**config.mk**
```make
export PLATFORM = sky130hd
export DESIGN_NAME = vga_timing_compositor
export DESIGN_NICKNAME = d
export VERILOG_FILES = /design/src/rtl/vga_timing_compositor.sv
export SDC_FILE = /design/constraint.sdc
export NUM_CORES = 1
export LEC_CHECK = 0
export BUFFER_PORTS_ARGS = -buffer_cell sky130_fd_sc_hd__buf_2
export CAP_MARGIN = 20
export CORE_ASPECT_RATIO = 0.7
export CORE_MARGIN = 2
export CORE_UTILIZATION = 42
export DETAILED_ROUTE_END_ITERATION = 8
export PLACE_DENSITY = 0.68
export SYNTH_ARGS = -nofsm -noshare
export SYNTH_HDL_FRONTEND = slang
export SYNTH_SLANG_ARGS = --single-unit
```
**constraint.sdc**
```tcl
create_clock -name clk -period 5.3 [get_ports clk]
set_clock_uncertainty 0.15 [all_clocks]
set_input_delay 1.06 -clock clk [delete_from_list [all_inputs] [get_ports clk]]
set_output_delay 1.06 -clock clk [all_outputs]
set_load 0.01 [all_outputs]
```
**src/rtl/vga_timing_compositor.sv**
```systemverilog
// -----------------------------------------------------------------------------
// vga_timing_compositor
//
// Purpose:
//   Generates 640x480@60 VGA raster timing. The raw horizontal and vertical
//   counters go out as x/y so that combinational overlay generators can compute
//   a colour for the current pixel. This block takes that overlay colour and
//   keys it against a background colour: the overlay code KEY_COLOR is
//   transparent. Blanking, sync and animation strobes are then registered in
//   one stage, so every pin changes on the same clock edge.
//
// Ports:
//   clk          pixel clock (25.175 MHz nominal)
//   rst_n        asynchronous active-low reset
//   ena          clock enable; low freezes all state
//   x, y         raw h/v counters (0..799, 0..524), not gated by active
//   active       combinational visible-area flag derived from x/y
//   ovl_rgb      overlay RGB222 colour for the current x,y
//   bg_rgb       background RGB222 colour for the current x,y
//   rgb_out      registered pixel colour, zero outside the visible area
//   hsync/vsync  registered sync pulses, polarity set by SYNC_ACTIVE_HIGH
//   line_tick    registered 1-cycle pulse while x == 0
//   frame_tick   registered 1-cycle pulse while x == 0 and y == 0
//   frame_count  8-bit frame counter
//
// Optional feature (macro VGA_FRAME_COUNT_EN):
//   When defined, frame_count increments modulo 256 on each frame_tick.
//   When undefined, frame_count is tied to zero and has no flops.
// -----------------------------------------------------------------------------
module vga_timing_compositor #(
  parameter int          H_ACTIVE         = 640,
  parameter int          H_FP             = 16,
  parameter int          H_SYNC           = 96,
  parameter int          H_BP             = 48,
  parameter int          V_ACTIVE         = 480,
  parameter int          V_FP             = 10,
  parameter int          V_SYNC           = 2,
  parameter int          V_BP             = 33,
  parameter bit          SYNC_ACTIVE_HIGH = 1'b0,
  parameter logic [5:0]  KEY_COLOR        = 6'b100001
) (
  input  logic       clk,
  input  logic       rst_n,
  input  logic       ena,
  output logic [9:0] x,
  output logic [9:0] y,
  output logic       active,
  input  logic [5:0] ovl_rgb,
  input  logic [5:0] bg_rgb,
  output logic [5:0] rgb_out,
  output logic       hsync,
  output logic       vsync,
  output logic       line_tick,
  output logic       frame_tick,
  output logic [7:0] frame_count
);

  localparam int H_TOTAL = H_ACTIVE + H_FP + H_SYNC + H_BP;
  localparam int V_TOTAL = V_ACTIVE + V_FP + V_SYNC + V_BP;

  localparam logic [9:0] H_ACT_END = 10'(H_ACTIVE);
  localparam logic [9:0] H_LAST    = 10'(H_TOTAL - 1);
  localparam logic [9:0] HS_START  = 10'(H_ACTIVE + H_FP);
  localparam logic [9:0] HS_END    = 10'(H_ACTIVE + H_FP + H_SYNC);
  localparam logic [9:0] V_ACT_END = 10'(V_ACTIVE);
  localparam logic [9:0] V_LAST    = 10'(V_TOTAL - 1);
  localparam logic [9:0] VS_START  = 10'(V_ACTIVE + V_FP);
  localparam logic [9:0] VS_END    = 10'(V_ACTIVE + V_FP + V_SYNC);

  // This is the pin level when no sync pulse is running. It is also the reset value.
  localparam logic SYNC_IDLE = ~SYNC_ACTIVE_HIGH;

  logic [9:0] h_cnt;
  logic [9:0] v_cnt;
  logic       h_last;
  logic       v_last;
  logic       hs_c;
  logic       vs_c;
  logic [5:0] pixel_c;

  assign x      = h_cnt;
  assign y      = v_cnt;
  assign active = (h_cnt < H_ACT_END) && (v_cnt < V_ACT_END);

  assign h_last = (h_cnt == H_LAST);
  assign v_last = (v_cnt == V_LAST);
  assign hs_c   = (h_cnt >= HS_START) && (h_cnt < HS_END);
  assign vs_c   = (v_cnt >= VS_START) && (v_cnt < VS_END);

  // Blanking wins over keying. A background colour that equals KEY_COLOR
  // passes through unchanged, because only the overlay is compared.
  always_comb begin
    // NOTE: default first, so no path leaves pixel_c unassigned (no latch).
    pixel_c = '0;
    if (active) begin
      pixel_c = (ovl_rgb == KEY_COLOR) ? bg_rgb : ovl_rgb;
    end
  end

  // Raster counters. v_cnt advances only on the h wrap.
  always_ff @(posedge clk or negedge rst_n) begin
    if (!rst_n) begin
      // NOTE: non-blocking for all sequential state, so every flop samples pre-edge values.
      h_cnt <= '0;
      v_cnt <= '0;
    end else if (ena) begin
      if (h_last) begin
        h_cnt <= '0;
        v_cnt <= v_last ? '0 : v_cnt + 10'd1;
      end else begin
        h_cnt <= h_cnt + 10'd1;
      end
    end
  end

  // Output stage. Its latency is one clock from the counter state, so the
  // strobes decoded at the last count of a line show up while h_cnt == 0.
  always_ff @(posedge clk or negedge rst_n) begin
    if (!rst_n) begin
      rgb_out    <= '0;
      hsync      <= SYNC_IDLE;
      vsync      <= SYNC_IDLE;
      line_tick  <= 1'b0;
      frame_tick <= 1'b0;
    end else if (ena) begin
      rgb_out    <= pixel_c;
      hsync      <= hs_c ^ SYNC_IDLE;
      vsync      <= vs_c ^ SYNC_IDLE;
      line_tick  <= h_last;
      frame_tick <= h_last && v_last;
    end
  end

`ifdef VGA_FRAME_COUNT_EN
  // The increment condition is the one that registers frame_tick=1, so
  // the count steps in the same edge that raises the strobe.
  always_ff @(posedge clk or negedge rst_n) begin
    if (!rst_n) begin
      frame_count <= '0;
    end else if (ena && h_last && v_last) begin
      frame_count <= frame_count + 8'd1;
    end
  end
`else
  assign frame_count = 8'd0;
`endif

endmodule

```
==> Word level (Yosys, flattened, before mapping) <==
Index checks and enable logic that the tools add are counted.
W data, S select, Z words.
{ "totals": {"ff_bits": 30, "input_bits": 15, "output_inout_bits": 39, "wordCells": 29} }
{ "op_classes": {"addsub": 2, "magnitude_cmp": 6, "n_eq_ne": 3, "mux": 4, "bitwise": 2, "reduce_logical": 5} }
{ "ops": {"columns": ["operator", "n"], "rows": [
  ["$add A10 B1 Y10 const B", 2],
  ["$eq A10 B10 Y1 const B", 2],
  ["$lt A10 B10 Y1 const B", 2],
  ["$lt A10 B9 Y1 const B", 2],
  ["$mux W10", 2],
  ["$mux W6", 2],
  ["$ge A10 B10 Y1 const B", 1],
  ["$ge A10 B9 Y1 const B", 1],
  ["$eq A6 B6 Y1 const B", 1],
  ["$logic_and A1 B1 Y1", 4],
  ["$not A1 Y1", 2],
  ["$reduce_and A2 Y1", 1]
]} }

==> Longest topological paths before layout <==
Gate-level depths: netlist (run 1).
{ "depth": {"depth_word": 3, "mapped_depth": 6, "ltp_nobuf": 6} }

==> Worst setup path after synthesis (run 1) <==
No wires, ideal clock.
{ "synth_path": {"kind": "input -> register", "startpoint": "input port ena", "endpoint": "register v_cnt[4], in the netlist y[4]", "setup_ns": 0.065, "arrival_ns": 2.026, "required_ns": 5.085, "setup_slack_ns": 3.058, "cell_stages": 5, "path_buffers": 1, "cell_sequence": "nand2_1 > nand4b_2 > buf_6 > or4_1 > nand2_1"} }
{ "synth_between": {"elab_chain_len": 1} }
{ "synth_lines": {"columns": ["element", "line", "source"], "rows": [
  ["from (decl)", "44", "input logic ena,"],
  ["$reduce_and A2 Y1 (no source line)", null, null],
  ["to (signal assigned)", "109", "v_cnt <= v_last ? '0 : v_cnt + 10'd1;"],
  ["to (decl)", "74", "logic [9:0] v_cnt;"]
]} }
No other way between the ends.
A chain may end at the register's enable or synchronous reset.

==> Final worst setup path (run 1) <==
{ "layout_path": {"startpoint": "register v_cnt[5], in the netlist y[5]", "endpoint": "output port active"} }
{ "layout_between": {"elab_chain_len": 2} }
{ "layout_lines": {"columns": ["element", "line", "source"], "rows": [
  ["$lt A10 B9 Y1", "83", "assign active = (h_cnt < H_ACT_END) && (v_cnt < V_ACT_END);"],
  ["$logic_and A1 B1 Y1", "83", null],
  ["to (decl)", "47", "output logic active,"]
]} }
No other way between the ends.

==> key figures, run 1 <==
Timing
  – Final Cycle Share: 50.32%
  – Hold Fails Final Rpt: 0
  – Final setup vio count: 0
  – Setup TNS: 0 ps
  – Tmin final: 2667 ps
  – Relative slew slack: 56.47%
  – Unrepaired setup endpoints after global routing: false
  – Final count of pins violating max slew: 0
  – Maximum clock frequency: 0.3749 GHz
  – Worst slew pin tran: 653.0 ps

Setup path
  – Worst path bufs/invs: 1
  – R2R depth: 5
  – WS Path Type: flip-flop to primary output
  – Delay-heaviest family, CP: simple AND/OR/NAND/NOR gates
  – CP max stage delay: 450 ps
  – Worst r2r dst: y[9]
  – Critical path arrival: 1460 ps
  – Worst EP required: 4090 ps
  – Cell-by-cell trace of the critical path: and4_1 > nor3_1 > buf_2
  – Critical path's slowest cell: dfrtp_1
  – Worst setup SP type: flip-flop
  – Worst setup EP type: primary output
  – Reg2reg start: x[0]
  – Worst-path maximum fanout: 8
  – Internal reg-to-reg setup slack: 3240 ps

CTS
  – Sinks on Clock Net: 30
  – Postcts setup bufs: 0
  – Skew-Pair Late Insertion Delay: 280 ps
  – Post-CTS Hold Buffers: 0
  – Clock buffer depth: 2
  – Root Buffer: clkbuf_8
  – Total CTS buffers: 5
  – PostCTS Resize Cnt: 0
  – Clk pin slew, worst setup/hold paths: 70 ps
  – Max H-tree Level: 2
  – CTS tree: done

GRT
  – GRT met2 Usage: 24.47%
  – Initial antenna violation count: 0
  – GRT met3 Usage: 4.575%
  – Largest net degree at the start of global routing: 31
  – Grt peak-use layer: met1
  – Vias in the first global route: 1218
  – Tot GR Track Use: 17.45%
  – GR met1 Demand/Resource: 25.92%
  – Grt total ovfl: 0
  – First-pass GRT wire length: 5913 um

Synthesis
  – Ys async rst share: 100.0%
  – Syn Std Cell Area: 1583 um^2
  – Synth Warn #: 0
  – Distinct cells, synth: 40
  – Post-synth top area share: 44.27%
  – Synth area leader: dfrtp_1
  – Cell count after synthesis: 166
  – Register area share after synthesis: 47.59%
  – FF+latch count, synth: 30
  – Dominant synthesized flop cell: dfrtp_1
  – Synth top area cells: dfrtp_1 (44%), buf_4 (3.8%), nand2_1 (3.8%)
  – Post-synth EDFFs: 0
  – Average size of a mapped cell: 9.535 um^2

Hold path
  – Hold depth: 1
  – HP Start: line_tick
  – Hold WC Path Type: flip-flop to flip-flop
  – Hold Path Sink: line_tick

Route
  – DR iter-0 viols: 38
  – Post-DR vias/cell: 5.087
  – Final antenna-violating net count: 0
  – DRC errors left: 0
  – Vias: 1338
  – DRT Wirelength: 3399 um
  – DR pass1 iterations: 4
  – Routed len/inst: 12.92 um

Floorplanning
  – Die height: 55.36 um
  – Die width: 77.37 um
  – Die area: 4283 um^2
  – # IOs: 54
  – Initial core utilization: 44.48%
  – Core Region: 3558 um^2
  – Row cnt: 18

Place
  – DPL Wire Length: 2528 um
  – # port buffers: 45
  – Placed inst area: 1808 um^2
  – GPL Wtd Cong: 0.8578

Layout
  – Final Core Density: 53.48%
  – Ant. Diodes: 0
  – Design Area, Final: 1903 um^2
  – Layout cells sized above 1: 26.76%
  – Syn-to-layout area delta: 20.24%
  – Number of nets in the layout: 231

Status
  – Status: finished clean

Power and ir drop
  – P_leak: 0.9340 nW
  – Power Density: 290.4 nW/um^2
  – Total power: 0.0005526 W
  – Worst VDD drop: 0.0001771 V

Job
  – Max-cap violations: 0
flip-flops by register name, indices dropped and copies added (netlist names):
register	count
x	10
y	10
rgb_out	6
frame_tick	1
hsync	1
line_tick	1
vsync	1
Yosys cell counts, types with 5 or more instances:
| master | count |
|---|---|
| dfrtp_1 | 28 |
| nand2_1 | 16 |
| inv_1 | 13 |
| a21oi_1 | 8 |
| buf_4 | 8 |
| o22ai_1 | 8 |
| nand3_1 | 6 |
| nor2_1 | 6 |
| nor3_1 | 6 |
| and3_1 | 5 |
| nand4_1 | 5 |
| o21ai_0 | 5 |
| o21ai_1 | 5 |
| xor2_1 | 5 |
placed cells by master (no fill, tap or decap), drive strengths merged, types with 3 or more instances in the layout:
cell type	count
dfrtp	28
and3	5
nand3	6
xor2	5
nand4	5
a21oi	8
clkbuf	6
nand2b	3
nand2	16
o22ai	8
inv	13
ha	4
conb	8
nor3	6
xnor2	4
nor2	6
o21ai	10
buf	45
worst register-to-register path, cell delays in order (launching register included):
cell      delay [ps]
dfrtp_1          390
ha_1             270
nand2_1          120
nand4b_2         380
or4_1            590
nand3_1          100
kinds of logic (layout without fill, tap and decap cells):
family | Yosys count | in the layout | synth area share, %
buffers and inverters | 27 | 67 | 8.933
AO/OA/AOI/OAI | 33 | 33 | 12.49
adder cells (fa/ha/maj) | 4 | 4 | 3.162
flip-flops | 30 | 30 | 47.59
AND/OR/NAND/NOR | 61 | 61 | 21.98
XOR/XNOR | 9 | 9 | 4.980
other | 1 | 8 | 0.2369
multiplexers | 1 | 1 | 0.6324
per-stage QoR:
step           hold WS, ps  worst slack (ps)  cells
4_1_cts              333.9              2610    263
5_1_grt              343.5              2550    263
3_3_place_gp         315.9              2534    255
6_report             329.7              2633    263
3_5_place_dp         316.5              2460    255
2_1_floorplan        340.9              3058    173
worst max-delay path by stage:
| stage | cells after the start | endpoint | from |
|---|---|---|---|
| detailed placement | 5 | y[9] | ena |
| global route | 3 | active | y[5] |
| floorplan | 5 | y[4] | ena |
| finish | 3 | active | y[5] |
| CTS | 3 | active | y[5] |
| global placement | 5 | y[9] | ena |
power breakdown:
group | internal (W) | switching, W | leakage (nW)
combinational | 0.0000378 | 0.0000487 | 0.508
sequential | 0.000248 | 0.0000261 | 0.379
clock | 0.000104 | 0.0000876 | 0.0472
total | 0.000390 | 0.000162 | 0.934
per-layer routing:
layer / share of wire [%] / routed length [um]
met5: 0 / 0
met4: 0.62 / 21
met3: 5.4 / 184
met2: 43 / 1457
met1: 51 / 1735
area by class of cell:
type | count | area (um^2)
clock inverters | 2 | 12.51
multi-input cells | 116 | 714.4
flip-flops and latches | 30 | 753.2
clock buffers | 6 | 82.58
repair buffers | 45 | 225.2
well taps | 50 | 62.56
fillers | 352 | 1655
inverters | 14 | 52.55
Power figures use the tool's default switching activity.
==> run 2: changes to the inputs <==
PLACE_DENSITY = 0.7   (was 0.68)
clock period = 2.4 ns   (was 5.3 ns; I/O delays follow)
==> key figures, run 2 (synthesized netlist as in run 1, its figures left out) <==
Status
  – Status: finished clean

CTS
  – Clk pin slew, worst setup/hold paths: 70 ps (about the same)
  – Clock buffer depth: 2 (unchanged)
  – CTS tree: done
  – Post-CTS Hold Buffers: 0 (unchanged)
  – Skew-Pair Late Insertion Delay: 290 ps (about the same)
  – Sinks on Clock Net: 30 (unchanged)
  – Total CTS buffers: 5 (unchanged)
  – Postcts setup bufs: 0 (unchanged)
  – Max H-tree Level: 2 (unchanged)
  – PostCTS Resize Cnt: 0 (unchanged)
  – Root Buffer: clkbuf_8

Setup path
  – Internal reg-to-reg setup slack: 320 ps (-2920 ps)
  – R2R depth: 5 (unchanged)
  – Worst setup EP type: primary output
  – Worst EP required: 1770 ps (-2320 ps)
  – Worst setup SP type: flip-flop
  – WS Path Type: flip-flop to primary output
  – Critical path arrival: 1460 ps (about the same)
  – Worst-path maximum fanout: 8 (unchanged)

Power and ir drop
  – Worst VDD drop: 0.0003412 V (+93%)
  – P_leak: 0.9366 nW (+0.27%)
  – Total power: 0.001187 W (+110%)
  – Power Density: 625.2 nW/um^2 (+120%)

GRT
  – First-pass GRT wire length: 5623 um (-4.9%)
  – Tot GR Track Use: 16.88% (-0.57 points)
  – Grt total ovfl: 0 (unchanged)
  – Vias in the first global route: 1228 (+0.82%)
  – Largest net degree at the start of global routing: 31 (unchanged)
  – Initial antenna violation count: 0 (unchanged)

Timing
  – Final setup vio count: 0 (unchanged)
  – Hold slack: 61.01 ps (-268.7 ps)
  – Unrepaired setup endpoints after global routing: false
  – Final Cycle Share: 87.17%
  – Relative slew slack: 56.80% (+0.34 points)
  – Final count of pins violating max slew: 0 (unchanged)
  – Worst slew pin tran: 647.9 ps (-5.035 ps)
  – Hold Fails Final Rpt: 0 (unchanged)
  – Tmin final: 2092 ps
  – Setup TNS: 0 ps (unchanged)
  – Maximum clock frequency: 0.4780 GHz

Floorplanning
  – Die width: 77.37 um (unchanged)
  – # IOs: 54 (unchanged)
  – Initial core utilization: 44.48% (unchanged)
  – Die height: 55.36 um (unchanged)
  – Die area: 4283 um^2 (unchanged)
  – Row cnt: 18 (unchanged)
  – Core Region: 3558 um^2 (unchanged)

Route
  – Routed len/inst: 12.83 um (-0.70%)
  – Final antenna-violating net count: 0 (unchanged)
  – Post-DR vias/cell: 5.110 (+0.44%)
  – DR iter-0 viols: 42 (+11%)
  – DR pass1 iterations: 4 (unchanged)
  – Vias: 1349 (+0.82%)
  – DRT Wirelength: 3388 um (-0.32%)
  – DRC errors left: 0 (unchanged)

Layout
  – Final Core Density: 53.34% (-0.14 points)
  – Layout cells sized above 1: 26.64% (-0.13 points)
  – Syn-to-layout area delta: 19.92%
  – Most common cell after layout, fill and taps aside: buf_2
  – Finished Layout Cells: 264 (+0.38%)
  – Number of nets in the layout: 232 (+0.43%)
  – Ant. Diodes: 0 (unchanged)
  – Commonest cells after routing, fill and taps aside: buf_2 (45), dfrtp_1 (28), nand2_1 (16), inv_1 (13)

Place
  – DPL Wire Length: 2535 um (+0.27%)
  – GPL Wtd Cong: 0.8130 (-5.2%)
  – # port buffers: 45 (unchanged)
  – Cell total after placement: 256 (+0.39%)

Job
  – Max-cap violations: 0 (unchanged)

Hold path
  – Hold WC Path Type: input pin to async pin
run 2: cell type report:
class	instances	area, um^2
fill	362	1660
tap	50	62.56
multi-input combinational	116	714.4
timing repair buffer	46	232.7
clock buffer	6	72.57
sequential	30	753.2
clock inverter	2	10.01
inverter	14	52.55
run 2: worst paths after layout:
check | startpoint | to
worst max-delay path | y[5] | active
worst min register to register | line_tick | line_tick
max in group asynchronous | rst_n | rgb_out[4]
worst min-delay path | rst_n | line_tick
worst max register to register | x[0] | y[9]
min in group clk | ovl_rgb[2] | rgb_out[2]
run 2: routing by layer:
layer | track usage (%) | vias to the layer above | part of all wire, %
li1 | - | 665 | -
met1 | 24.74 | 640 | 51
met4 | 7.653 | 0 | 1.9
met5 | 0 | - | 0
met2 | 22.98 | 36 | 42
met3 | 4.739 | 8 | 5.6
run 2: report_power, final:
group          switching, W  leakage [nW]  total (W)  internal [W]
clock network      0.000189        0.0450   0.000389      0.000200
logic              0.000108         0.513   0.000192     0.0000844
registers         0.0000565         0.379   0.000605      0.000548
total              0.000354         0.937    0.00119      0.000833
run 2: per-stage QoR:
step | instance area, um^2 | worst slack, ps
finish | 1898 | 308.0
global route | 1898 | 211.8
CTS | 1898 | 275.5
detailed placement | 1815 | 368.2
global placement | 1815 | 454.5
floorplan | 1609 | 559.0
run 2: worst max-delay path: stages (launching register included):
cell and delay (ps):
dfrtp_1 450, and4_1 250, nor3_1 280, buf_2 190
==> run 3: changes to the inputs <==
ABC_AREA = 1   (was unset)
PLACE_DENSITY = 0.69   (was 0.7)
==> key figures, run 3 <==
Timing
  – Setup TNS: 0 ps (unchanged)
  – Final setup vio count: 0 (unchanged)
  – Final Cycle Share: 87.01% (-0.16 points)
  – Hold Fails Final Rpt: 0 (unchanged)
  – Unrepaired setup endpoints after global routing: false
  – Relative slew slack: 56.53% (-0.27 points)
  – Maximum clock frequency: 0.4789 GHz (+0.18%)
  – Final count of pins violating max slew: 0 (unchanged)
  – Worst slew pin tran: 652.0 ps (+4.106 ps)
  – Tmin final: 2088 ps (-3.861 ps)

Place
  – # port buffers: 45 (unchanged)
  – GPL Wtd Cong: 0.8495 (+4.5%)
  – Cell total after placement: 335 (+31%)
  – DPL Wire Length: 2975 um (+17%)

CTS
  – Clock buffer depth: 2 (unchanged)
  – Root Buffer: clkbuf_8
  – Postcts setup bufs: 0 (unchanged)
  – Total CTS buffers: 5 (unchanged)
  – Post-CTS Hold Buffers: 0 (unchanged)
  – Skew-Pair Late Insertion Delay: 280 ps (about the same)
  – Sinks on Clock Net: 30 (unchanged)
  – PostCTS Resize Cnt: 0 (unchanged)
  – Max H-tree Level: 2 (unchanged)
  – Clk pin slew, worst setup/hold paths: 70 ps (about the same)
  – CTS tree: done

Setup path
  – Worst EP required: 1770 ps (about the same)
  – WS Path Type: flip-flop to primary output
  – Worst-path maximum fanout: 10 (+2)
  – Worst setup EP type: primary output
  – Critical path arrival: 1460 ps (about the same)
  – Worst setup SP type: flip-flop
  – Internal reg-to-reg setup slack: 590 ps (+270 ps)

Synthesis
  – Synth cell count leaders: nand2_1 (67), inv_1 (30), dfrtp_1 (28), nor2_1 (22), nand3_1 (20)
  – Post-synth top area share: 37.97% (-6.3 points)
  – Cell count after synthesis: 239 (+44%)
  – Post-synth EDFFs: 0 (unchanged)
  – Average size of a mapped cell: 7.722 um^2 (-19%)
  – Distinct cells, synth: 33 (-18%)
  – Dominant synthesized flop cell: dfrtp_1
  – Synth area leader: dfrtp_1
  – Register area share after synthesis: 40.81% (-6.8 points)
  – FF+latch count, synth: 30 (unchanged)
  – Count leader, synth: nand2_1
  – Ys async rst share: 100.0% (unchanged)
  – Syn Std Cell Area: 1846 um^2 (+17%)
  – Synth Warn #: 0 (unchanged)
  – Synth top area cells: dfrtp_1 (38%), nand2_1 (14%), inv_1 (6.1%)

Route
  – Routed len/inst: 11.57 um (-9.9%)
  – DR iter-0 viols: 76 (+81%)
  – DRC errors left: 0 (unchanged)
  – Vias: 1563 (+16%)
  – DRT Wirelength: 3968 um (+17%)
  – Post-DR vias/cell: 4.557 (-11%)
  – Final antenna-violating net count: 0 (unchanged)
  – DR pass1 iterations: 4 (unchanged)

GRT
  – Initial antenna violation count: 0 (unchanged)
  – Grt total ovfl: 0 (unchanged)
  – Tot GR Track Use: 18.21% (+1.3 points)
  – GR met1 Demand/Resource: 24.28% (-0.46 points)
  – GRT met2 Usage: 28.11% (+5.1 points)
  – Vias in the first global route: 1458 (+19%)
  – Grt peak-use layer: met2
  – GRT met3 Usage: 6.128% (+1.4 points)
  – First-pass GRT wire length: 6906 um (+23%)
  – Largest net degree at the start of global routing: 31 (unchanged)

Floorplanning
  – # IOs: 54 (unchanged)
  – Die area: 4949 um^2 (+16%)
  – Die height: 59.46 um (+7.4%)
  – Row cnt: 20 (+2)
  – Die width: 83.23 um (+7.6%)
  – Core Region: 4279 um^2 (+20%)
  – Initial core utilization: 43.13% (-1.4 points)

Job
  – Max-cap violations: 0 (unchanged)

Layout
  – Most common cell after layout, fill and taps aside: nand2_1
  – Ant. Diodes: 0 (unchanged)
  – Syn-to-layout area delta: 20.47%
  – Number of nets in the layout: 306 (+32%)
  – Finished Layout Cells: 343 (+30%)
  – Commonest cells after routing, fill and taps aside: nand2_1 (67), buf_2 (45), inv_1 (30), dfrtp_1 (28), nor2_1 (22)
  – Layout cells sized above 1: 27.08% (+0.45 points)

Status
  – Status: finished clean

Hold path
  – Hold WC Path Type: input pin to async pin

Power and ir drop
  – Power Density: 727.2 nW/um^2 (+16%)
  – Worst VDD drop: 0.0005052 V (+48%)
  – P_leak: 1.193 nW (+27%)
-- run 3: cell count changes after synthesis, sizes merged, moves of 3 or more --
| cell | change |
|---|---|
| a21oi | -6 |
| and3 | -5 |
| inv | +19 |
| nand2 | +57 |
| nand2b | -3 |
| nand3 | +16 |
| nor2 | +19 |
| o21ai | +3 |
| o22ai | -8 |
-- run 3: metal layers --
layer  share of wire, %  wire length, um
met3                6.3              250
met5                  0                0
met4               0.43               17
met2                 43             1714
met1                 50             1987
-- run 3: cells by family after synthesis --
group	count (synthesis)	synth area share, %
XOR/XNOR	7	3.322
other	1	0.2032
flip-flops	30	40.81
AND/OR/NAND/NOR	138	36.75
adder cells (fa/ha/maj)	4	2.712
buffers and inverters	44	11.53
AO/OA/AOI/OAI	15	4.678
-- run 3: worst max-delay path, cell delays in order, from the launching register on --
cell     delay (ps)
dfrtp_1         520
nand2_2         130
nand3_1          90
or2_4           270
inv_1            60
buf_2           120
-- run 3: power breakdown --
part	leakage, nW	internal, W	total, W	switching [W]
Clock	0.0714	0.000443	0.000634	0.000192
Combinational	0.741	0.000121	0.000331	0.000210
Sequential	0.381	0.000567	0.000651	0.0000840
Total	1.19	0.00113	0.00162	0.000486
-- run 3: area by class of cell --
type / count / area [um^2]
Timing Repair Buffer: 46 / 232.7
Fill cell: 413 / 2056
Inverter: 32 / 120.1
Clock buffer: 6 / 82.58
Clock inverter: 2 / 60.06
Multi-Input combinational cell: 172 / 905.9
Tap cell: 55 / 68.82
Sequential cell: 30 / 753.2
-- run 3: final timing paths --
kind / startpoint / to / cells past startpoint
max: x[7] / active / 5
min reg2reg: rgb_out[5] / rgb_out[5] / 2
max in group asynchronous: rst_n / y[2] / 1
min in group clk: ovl_rgb[5] / rgb_out[5] / 3
min: rst_n / x[5] / 1
max reg2reg: x[1] / y[8] / 7
-- run 3: stage by stage --
stage | total power (W) | worst slack [ps] | instance area [um^2] | util (%) | hold slack, ps
2_1_floorplan | 0.0008833 | 745.9 | 1872 | - | 34.41
3_3_place_gp | 0.0009883 | 645.0 | 2081 | 48.63 | 310.3
3_5_place_dp | 0.0009923 | 602.1 | 2081 | 48.63 | 311.5
4_1_cts | 0.001641 | 287.7 | 2223 | 51.96 | 92.47
5_1_grt | 0.001722 | 191.7 | 2223 | 51.96 | 128.6
6_report | 0.001617 | 311.8 | 2223 | 51.96 | 70.14
